File: config.mk
export PLATFORM = sky130hd
export DESIGN_NAME = mux_select_stage
export DESIGN_NICKNAME = d
export VERILOG_FILES = /design/src/rtl/mux_select_stage_pkg.sv /design/src/rtl/mux_select_stage_rr_grant.sv /design/src/rtl/mux_select_stage.sv
export SDC_FILE = /design/constraint.sdc
export NUM_CORES = 1
export LEC_CHECK = 0
export ABC_AREA = 1
export CAP_MARGIN = 20
export CORE_ASPECT_RATIO = 1.25
export CORE_MARGIN = 2
export CORE_UTILIZATION = 37
export DETAILED_ROUTE_END_ITERATION = 6
export PLACE_DENSITY = 0.86
export SLEW_MARGIN = 20
export SYNTH_ARGS = -nofsm -noshare
export SYNTH_HDL_FRONTEND = slang
export SYNTH_SLANG_ARGS = --single-unit
export TNS_END_PERCENT = 30
File: constraint.sdc
create_clock -name clk -period 1.9 [get_ports clk]
set_input_delay 0.38 -clock clk [delete_from_list [all_inputs] [get_ports clk]]
set_output_delay 0.38 -clock clk [all_outputs]
set_load 0.1 [all_outputs]
File: src/rtl/mux_select_stage_pkg.sv
// ---------------------------------------------------------------------------
// mux_select_stage_pkg
// Shared definitions for the mux_select_stage block and its round-robin
// search sub-module.
//   mode_e  : MODE input encoding (explicit select vs. round-robin)
//   clog2   : ceiling log2, used to size channel-index fields
// ---------------------------------------------------------------------------
package mux_select_stage_pkg;

    typedef enum logic {
        MODE_EXPLICIT = 1'b0,
        MODE_RR       = 1'b1
    } mode_e;

    // Smallest r with 2**r >= n (returns 0 for n <= 1).
    function automatic int clog2(input int n);
        int r;
        r = 0;
        while ((1 << r) < n) begin
            r = r + 1;
        end
        return r;
    endfunction

endpackage

File: src/rtl/mux_select_stage_rr_grant.sv
// ---------------------------------------------------------------------------
// rr_grant
// Combinational round-robin search. Starting one past ptr and wrapping
// modulo NCH, returns the first channel whose valid bit is set.
// A lone valid channel equal to ptr is found last (offset NCH).
// Ports:
//   valid [NCH-1:0]  in   per-channel request
//   ptr   [SELW-1:0] in   last granted channel (must be < NCH)
//   grant [SELW-1:0] out  winning channel index (0 when none)
//   found            out  at least one channel requested
// ---------------------------------------------------------------------------
module rr_grant
    import mux_select_stage_pkg::*;
#(
    parameter int NCH  = 4,
    parameter int SELW = clog2(NCH)
) (
    input  logic [NCH-1:0]  valid,
    input  logic [SELW-1:0] ptr,
    output logic [SELW-1:0] grant,
    output logic            found
);

    // cand[gi] is the channel visited at search offset gi+1 from ptr.
    logic [SELW-1:0] cand       [NCH];
    logic [NCH-1:0]  cand_valid;

    genvar gi;
    generate
        for (gi = 0; gi < NCH; gi++) begin : g_cand
            logic [SELW:0] sum;
            // ptr < NCH and offset <= NCH, so one conditional subtract wraps.
            assign sum = {1'b0, ptr} + (SELW+1)'(gi + 1);
            assign cand[gi] = (sum >= (SELW+1)'(NCH)) ? SELW'(sum - (SELW+1)'(NCH))
                                                       : SELW'(sum);
            assign cand_valid[gi] = valid[cand[gi]];
        end
    endgenerate

    // Walk from the farthest offset down so the nearest requester wins.
    always_comb begin
        grant = '0;
        found = 1'b0;
        for (int i = NCH - 1; i >= 0; i--) begin
            if (cand_valid[i]) begin
                grant = cand[i];
                found = 1'b1;
            end
        end
    end

endmodule

File: src/rtl/mux_select_stage.sv
// ---------------------------------------------------------------------------
// mux_select_stage
// Selects one of NCH input channels (explicit select or round-robin) into a
// one-entry registered output stage with valid/ready handshaking.
// Ports:
//   clk, rst_n                 clock (rising edge), async active-low reset
//   mode                       0 = explicit select via s, 1 = round-robin
//   s        [SELW-1:0]        explicit channel select
//   in_data  [NCH*WIDTH-1:0]   channel k at [k*WIDTH +: WIDTH]
//   in_valid [NCH-1:0]         per-channel valid
//   in_ready [NCH-1:0]         per-channel ready (combinational)
//   flush                      discard held word, block loading this cycle
//   o        [WIDTH-1:0]       registered output word
//   o_valid                    output register full
//   o_ready                    downstream accepts o
//   o_ch     [SELW-1:0]        channel that supplied o
//   sel_err                    one-cycle pulse: s was out of range
// ---------------------------------------------------------------------------
module mux_select_stage
    import mux_select_stage_pkg::*;
#(
    parameter int WIDTH = 16,
    parameter int NCH   = 4,
    parameter int SELW  = 2
) (
    input  logic                 clk,
    input  logic                 rst_n,
    input  logic                 mode,
    input  logic [SELW-1:0]      s,
    input  logic [NCH*WIDTH-1:0] in_data,
    input  logic [NCH-1:0]       in_valid,
    output logic [NCH-1:0]       in_ready,
    input  logic                 flush,
    output logic [WIDTH-1:0]     o,
    output logic                 o_valid,
    input  logic                 o_ready,
    output logic [SELW-1:0]      o_ch,
    output logic                 sel_err
);

    // Channel slots are padded to 2**SELW so any select value indexes safely;
    // padded slots read as invalid / zero data.
    localparam int NSLOT = 1 << SELW;

    logic [WIDTH-1:0] ch_data [NSLOT];
    logic [NSLOT-1:0] valid_pad;
    logic             s_in_range;

    logic [SELW-1:0]  rr_idx;
    logic             rr_found;
    logic [SELW-1:0]  grant;
    logic             grant_found;
    logic             load_ok;
    logic             in_xfer;
    logic             out_xfer;

    logic [WIDTH-1:0] o_q,       o_d;
    logic [SELW-1:0]  o_ch_q,    o_ch_d;
    logic             o_valid_q, o_valid_d;
    logic [SELW-1:0]  ptr_q,     ptr_d;
    logic             sel_err_q, sel_err_d;

    genvar gi;
    generate
        for (gi = 0; gi < NSLOT; gi++) begin : g_slot
            if (gi < NCH) begin : g_real
                assign ch_data[gi]   = in_data[gi*WIDTH +: WIDTH];
                assign valid_pad[gi] = in_valid[gi];
            end else begin : g_pad
                assign ch_data[gi]   = '0;
                assign valid_pad[gi] = 1'b0;
            end
        end

        // With a power-of-two channel count every select value is legal.
        if (NSLOT > NCH) begin : g_range_chk
            assign s_in_range = ({1'b0, s} < (SELW+1)'(NCH));
        end else begin : g_range_all
            assign s_in_range = 1'b1;
        end
    endgenerate

    rr_grant #(
        .NCH  (NCH),
        .SELW (SELW)
    ) u_rr_grant (
        .valid (in_valid),
        .ptr   (ptr_q),
        .grant (rr_idx),
        .found (rr_found)
    );

    always_comb begin
        grant       = s;
        grant_found = s_in_range && valid_pad[s];
        if (mode_e'(mode) == MODE_RR) begin
            grant       = rr_idx;
            grant_found = rr_found;
        end
    end

    assign load_ok  = !flush && (!o_valid_q || o_ready);
    assign in_xfer  = grant_found && load_ok;
    assign out_xfer = o_valid_q && o_ready;

    generate
        for (gi = 0; gi < NCH; gi++) begin : g_ready
            assign in_ready[gi] = in_xfer && (grant == SELW'(gi));
        end
    endgenerate

    always_comb begin
        o_d       = o_q;
        o_ch_d    = o_ch_q;
        o_valid_d = o_valid_q;
        ptr_d     = ptr_q;
        if (flush) begin
            o_valid_d = 1'b0;
        end else if (in_xfer) begin
            // Covers the simultaneous in/out case: replace with no bubble.
            o_d       = ch_data[grant];
            o_ch_d    = grant;
            o_valid_d = 1'b1;
        end else if (out_xfer) begin
            o_valid_d = 1'b0;
        end
        if (in_xfer && (mode_e'(mode) == MODE_RR)) begin
            ptr_d = grant;
        end
        sel_err_d = (mode_e'(mode) == MODE_EXPLICIT) && !s_in_range && !flush;
    end

    always_ff @(posedge clk or negedge rst_n) begin
        if (!rst_n) begin
            o_q       <= '0;
            o_ch_q    <= '0;
            o_valid_q <= 1'b0;
            // NCH-1 makes the first round-robin search begin at channel 0.
            ptr_q     <= SELW'(NCH - 1);
            sel_err_q <= 1'b0;
        end else begin
            o_q       <= o_d;
            o_ch_q    <= o_ch_d;
            o_valid_q <= o_valid_d;
            ptr_q     <= ptr_d;
            sel_err_q <= sel_err_d;
        end
    end

    assign o       = o_q;
    assign o_ch    = o_ch_q;
    assign o_valid = o_valid_q;
    assign sel_err = sel_err_q;

endmodule

==> results of run 1 <==
## metrics by stage
step / area, sq um / cells / total power, W
6_report: 3230 / 503 / 0.00487
3_5_place_dp: 3080 / 497 / 0.00438
5_1_grt: 3230 / 503 / 0.00518
3_3_place_gp: 3080 / 497 / 0.00433
4_1_cts: 3160 / 501 / 0.00473
2_1_floorplan: 1990 / 335 / 0.00354
## final timing paths
path / depth (start not counted) / to / startpoint
hold reg to reg: 2 / o_ch[0] / o_ch[0]
setup reg to reg: 17 / o[3] / ptr_q[0]
max in group asynchronous: 2 / ptr_q[0] / rst_n
setup / recovery: 11 / in_ready[3] / ptr_q[0]
hold / removal: 2 / o_ch[0] / rst_n
min in group clk: 2 / o_ch[0] / o_ch[0]
## logic make-up (layout without fill, tap and decap cells)
kind of cell           Yosys count  count (layout)  synth area share
AO/OA/AOI/OAI                   12              12            0.0419
buffers and inverters           82             188             0.189
flip-flops                      21              21             0.272
other                            1               1           0.00193
AND/OR/NAND/NOR                219             219             0.495
## layout by cell type (no fill, tap or decap), drive strengths merged, types with 2 or more instances in the layout
master,n
a21oi,4
nor2,11
dlygate4sd2,2
buf,45
nand4,16
clkbuf,4
nand2,136
nor3,2
o21ai,6
clkinv,8
dfstp,2
nand3,54
dfrtp,19
clkdlybuf4s50,71
inv,57
## routing by layer
metal  part of all wire  up-vias
li1                   -     1241
met1               0.40     1071
met3              0.052        8
met2               0.53       64
met4              0.013        0
met5                  0        -
## timing repair
action | 4_1_cts | 5_1_grt
endpoints found under the hold margin | 0 | 0
gates resized for setup | 12 | 11
endpoints found under the setup margin | 24 | 24
gates cloned | 0 | 1
buffers inserted | 0 | 1
pin swaps | 5 | 3
## power breakdown
part / switching, W / internal (W) / total (W) / leakage [nW]
clock: 0.000153 / 0.000146 / 0.000299 / 0.0255
sequential: 0.000129 / 0.000662 / 0.000791 / 0.254
combinational: 0.00268 / 0.00110 / 0.00378 / 1.46
total: 0.00296 / 0.00191 / 0.00487 / 1.74
## critical path, cell delays in order (launching register included)
cell	delay, ps
dfstp_2	570
inv_2	80
nand2_1	80
nand2_2	90
nand3_1	80
nand2_1	60
nand2_1	80
nand2_2	60
a21oi_4	200
inv_2	90
nor3_4	210
buf_12	200
## sequential cells by signal (all words and copies together), names as in the netlist
| register | cells |
|---|---|
| o | 16 |
| o_ch | 2 |
| o_valid | 1 |
| ptr_q | 2 |
## cell type report
class	count	area [sq um]	share of cell area
Sequential cell	21	528	0.164
Clock inverter	1	5.00	0.00155
Multi-Input combinational cell	232	1120	0.347
Timing Repair Buffer	120	1210	0.374
Tap cell	62	77.6	0.0240
Inverter	64	248	0.0768
Clock buffer	3	41.3	0.0128
==> summary.md, run 1 <==
| Metric | Value |
|---|---|
| Maximum number of pins on one net before global-route repair | 34 |
| Top post-synthesis cells by count | 133 x nand2_1, 54 x inv_1, 52 x nand3_1 |
| DRC violation total after the first TritonRoute iteration | 83 |
| Global-route met1 utilization | 0.236 |
| Port bufs | slightly below 100 |
| Starting density of the core | 0.383 |
| GRT Max-Usage Layer | met2 |
| Initial antenna violation count | 0 |
| DRC violation count after routing | 0 |
| Max capacitance violation total | 0 |
| Violated checks | negative setup slack |
| Post-detailed-placement half-perimeter wirelength | about 4300 microns |
| Global placement routability congestion | 0.827 |
| Pwr per Cell Area | between 1500 and 2000 nW/um^2 |
| Share of the clock period used by the worst path after layout | 1.29 |
| R2R setup slack | -180 ps |
| Clock latency reported for the late side of the worst-skew pair | 260 ps |
| Die Span X | 68.8 microns |
| # clock sinks | 21 |
| Static leakage | 1.74 nW |
| Cells after Synth | approximately 340 |
| Netlist area before placement | 1940 sq um |
| Global-route track usage on met2 | 0.384 |
| TritonCTS clock tree | yes |
| Post-DRT Antenna Nets | 0 |
| Type of the worst setup path | flip-flop to output port |
| Library cell occupying the most area in the post-synthesis netlist | nand2_1 |
| Setup WS post-layout | -543 ps |
| Via count of the routed design | ~2400 |
| H-tree level count | 1 |
| Type of the tightest min-delay check | input pin to async pin |
| Arrival time at the worst endpoint | just over 2000 ps |
| Maximum clock frequency | slightly above 0.4 GHz |
| Clock Tree Buf Depth | 2 |
| # hold bufs at CTS | 0 |
| Worst-case clock skew | approximately 1.5 ps |
| GRT Util Overall | 0.204 |
| Synth warnings | 0 |
| Final-layout setup total negative slack | -4910 ps |
| Crit Path Max Fanout | 8 |
| Cell with the most instances after synthesis | nand2_1 |
| Number of global-route vias before repair | roughly 2100 |
| Number of search-and-repair iterations in the first detailed-routing pass | 4 |
| Crit start category | flip-flop |
| Setup crit end kind | output port |
| Worst Hold Margin | between 400 and 500 ps |
| Yosys top cell area share | 0.257 |
| #FFs+latches synth | 21 |
| Clock edge transition at the registers on the reported setup and hold paths | ~80 ps |
| Number of enable flip-flop cells after synthesis | 0 |
| Ys flop type | dfrtp_1 |
| Synthesized netlist net count | 410 |
| Number of hold violations in the final report | 0 |
| Floorplan die area | a little under 6000 sq um |
| Placeable core region | a little over 5000 sq um |
| Avg Cell Area, Syn | between 5 and 6 sq um |
| Via-per-instance ratio | about 4.7 |
| Area Growth Syn to Fin | 66.1% |
| Status | complete, but fails checks |
| Net count of the finished layout | 517 |
| Share of the core filled with cells in the final layout | 0.635 |
| Boundary Pins | just under 100 |
| Number of failing setup endpoints in the final timing report | 23 |
| Post-Place Setup Slack | -596 ps |
| Cell types occupying the most area after synthesis | nand2_1 26%, dfrtp_1 24%, nand3_1 13%, inv_1 10%, nand4_1 5.2% |
| Die outline height | between 80 and 90 microns |
| Count of distinct cell types in the synthesized netlist | 27 |
| First-pass GRT wire length | just over 9000 microns |
| Antenna diode instance count | 0 |
| Number of CTS-inserted buffers | 3 |
| Setup repair after global routing missed its margin | true |
| Total wirelength of the detailed-routed design | just over 6000 microns |
| Routed wirelength normalized by instance count | ~12 microns |
| Final critical path time including I/O delays and setup | about 2400 ps |
| Final max-slew violation count | 0 |
| Cell row count | 29 |
| Layout filler cell count | 478 |
| Part of the Yosys area used for sequential elements | 0.272 |
| Master cell of the clock root buffer | clkbuf_8 |
| Layout cells sized above 1 | 0.181 |
| Endpoint required time on the critical path | between 1500 and 2000 ps |
| Grt total ovfl | 0 |
| Met3 Usage GRT | 0.0292 |
| Largest voltage drop on the vdd net | ~1.4 mV |
| Proportion of register bits with asynchronous set or reset after synthesis | 1.00 |
No activity file was read; power rests on OpenSTA's default activity.
==> inputs of run 2 (changes only) <==
clock period = 2 ns   (was 1.9 ns; I/O delays follow)
==> summary.md, run 2 (synthesis gave the netlist of run 1 again) <==
| Metric | Value |
|---|---|
| Setup repair after global routing missed its margin | true |
| Top library cells by usage in the layout, fill and taps aside | 119 x nand2_1, 71 x clkdlybuf4s50_1, 51 x inv_1, 51 x nand3_1, 42 x buf_4 |
| Area of all placed cells without fillers | 3280 sq um (+1.6%) |
| Total power draw | 0.00471 W (-3.2%) |
| Final-layout setup total negative slack | -4930 ps (-24.1 ps) |
| # clock sinks | 21 (unchanged) |
| Via count of the routed design | 2481 (+4.1%) |
| Number of CTS-inserted buffers | 3 (unchanged) |
| Number of global-route vias before repair | 2232 (+3.9%) |
| Max capacitance violation total | 0 (unchanged) |
| Cell row count | 29 (unchanged) |
| Critical path launch point | ptr_q[0] |
| Share of the core filled with cells in the final layout | 0.646 (+0.0103) |
| Type of the worst setup path | flip-flop to output port |
| Sequential fraction of design power | 0.161 (about the same) |
| Share of total power in the clock network | 0.061 (about the same) |
| Initial antenna violation count | 0 (unchanged) |
| Crit start category | flip-flop |
| Die outline height | 85.0 microns (unchanged) |
| Via-per-instance ratio | 4.89 (+3.2%) |
| Post-DRT Antenna Nets | 0 (unchanged) |
| DRC violation total after the first TritonRoute iteration | 77 (-7.2%) |
| Clock edge transition at the registers on the reported setup and hold paths | 90 ps (about the same) |
| Final max-slew violation count | 0 (unchanged) |
| Net switching power | 0.00286 W (-3.3%) |
| Clock latency reported for the late side of the worst-skew pair | 260 ps (about the same) |
| Flip-flop count of the largest register after layout | 16 (unchanged) |
| Endpoint required time on the critical path | 1600 ps (+80 ps) |
| Layout cells sized above 1 | 0.209 (+0.0276) |
| Number of hold violations in the final report | 0 (unchanged) |
| Final critical path time including I/O delays and setup | about 2500 ps |
| Static leakage | 1.77 nW (+1.9%) |
| Setup WS post-layout | -513 ps (+30.1 ps) |
| Port bufs | 97 (unchanged) |
| Antenna diode instance count | 0 (unchanged) |
| Crit Path Max Fanout | 6 (-2) |
| TritonCTS clock tree | yes |
| Maximum number of pins on one net before global-route repair | 34 (unchanged) |
| Boundary Pins | 99 (unchanged) |
| GRT Util Overall | 0.208 (+0.00393) |
| Pwr per Cell Area | 1440 nW/um^2 (-4.8%) |
| Status | complete, but fails checks |
| H-tree level count | 1 (unchanged) |
| Startpoint of the worst-slack reg-to-reg timing path | ptr_q[0] |
| Slowest stage cell on the critical path | dfstp_2 |
| Leading cell type in the layout, fill and taps excluded | nand2_1 |
| Setup crit end kind | output port |
| Master cell of the clock root buffer | clkbuf_8 |
| Violated checks | negative setup slack |
| Cells along the critical path | buf_12 > nand2_2 > nand2_4 > nand3_1 > nand2_1 > nand2_1 > nand2_2 > a21oi_4 > buf_4 > nor2_4 > inv_2 > nor2_4 > buf_12 |
| Combinational cell fraction of total power | 0.777 (about the same) |
| Clock Tree Buf Depth | 2 (unchanged) |
| Worst-case clock skew | 5.48 ps (+3.97 ps) |
| Global placement routability congestion | 0.844 (+2.1%) |
| Number of search-and-repair iterations in the first detailed-routing pass | 4 (unchanged) |
| Starting density of the core | 0.383 (unchanged) |
| Post-detailed-placement half-perimeter wirelength | 4320 microns (+1.1%) |
| DRC violation count after routing | 0 (unchanged) |
| Total wirelength of the detailed-routed design | 6250 microns (+2.3%) |
| Floorplan die area | 5850 sq um (unchanged) |
| Arrival time at the worst endpoint | 2110 ps (+50 ps) |
| Routed wirelength normalized by instance count | 12.3 microns (+1.5%) |
| Net count of the finished layout | 521 (+0.77%) |
| Largest voltage drop on the vdd net | 1.32 mV (-5.0%) |
| Largest stage delay, worst path | 620 ps (+50 ps) |
| Cell area after placement | 3080 sq um (-0.16%) |
| Area Growth Syn to Fin | 68.8% |
| Number of failing setup endpoints in the final timing report | 23 (unchanged) |
| First-pass GRT wire length | 9540 microns (+2.1%) |
| Internal power of the cells | 0.00185 W (-3.1%) |
| Grt total ovfl | 0 (unchanged) |
| Share of the clock period used by the worst path after layout | 1.26 |
| Type of the tightest min-delay check | input pin to async pin |
| Placeable core region | 5080 sq um (unchanged) |
| Worst Hold Margin | 478 ps (+7.94 ps) |
| Maximum clock frequency | between 0.3 and 0.4 GHz |
| Switching power as a share of total power | 0.607 (-0.000676) |
| Die Span X | 68.8 microns (unchanged) |
-- run 2: changes by cell type in the layout (fill, tap and decap cells not counted), sizes merged --
cell	change
dlygate4sd2	-1
buf	+4
dlymetal6s2s	+1
-- run 2: final timing paths --
path	end	slack [ps]	cells after the start
max	in_ready[0]	-510	13
min	o_ch[0]	480	2
max reg2reg	o[11]	-200	13
min reg2reg	o_ch[0]	510	2
max in group asynchronous	ptr_q[0]	1240	2
min in group clk	o_ch[0]	510	2
-- run 2: power by group through the flow --
stage          clock network, W  logic (W)  registers (W)
2_1_floorplan                 0    0.00135        0.00201
3_3_place_gp                  0    0.00336       0.000745
3_5_place_dp                  0    0.00341       0.000751
4_1_cts                0.000294    0.00347       0.000748
5_1_grt                0.000313    0.00390       0.000780
6_report               0.000289    0.00366       0.000760
-- run 2: layer usage --
layer	vias up	part of all wire	global-route usage
met5	-	0	0
met1	1121	0.38	0.236
met2	92	0.53	0.388
met3	14	0.075	0.0398
met4	0	0.016	0.0428
li1	1254	-	-
-- run 2: final cells by class --
cell class	instances	area, sq um
inverter	64	248
sequential	21	528
clock buffer	3	41.3
multi-input combinational	232	1160
timing repair buffer	124	1220
tap	62	77.6
clock inverter	1	5.00
fill	455	1800
-- run 2: repair_timing --
| item | CTS | global route |
|---|---|---|
| setup buffers | 2 | 2 |
| pin swaps | 6 | 6 |
| hold buffers | 0 | 0 |
| endpoints found under the setup margin | 23 | 24 |
| resized for setup | 8 | 27 |
| gates cloned | 0 | 1 |
-- run 2: worst max-delay path, delay by kind of cell, from the launching register on --
kind	cells	cell delay, ps
compound gates	1	60
flops	1	620
simple gates	8	650
buf+inv	4	540
-- run 2: per-stage QoR --
stage / cells / worst slack (ps)
5_1_grt: 507 / -612
2_1_floorplan: 335 / -712
6_report: 507 / -513
3_3_place_gp: 498 / -485
3_5_place_dp: 498 / -508
4_1_cts: 504 / -439
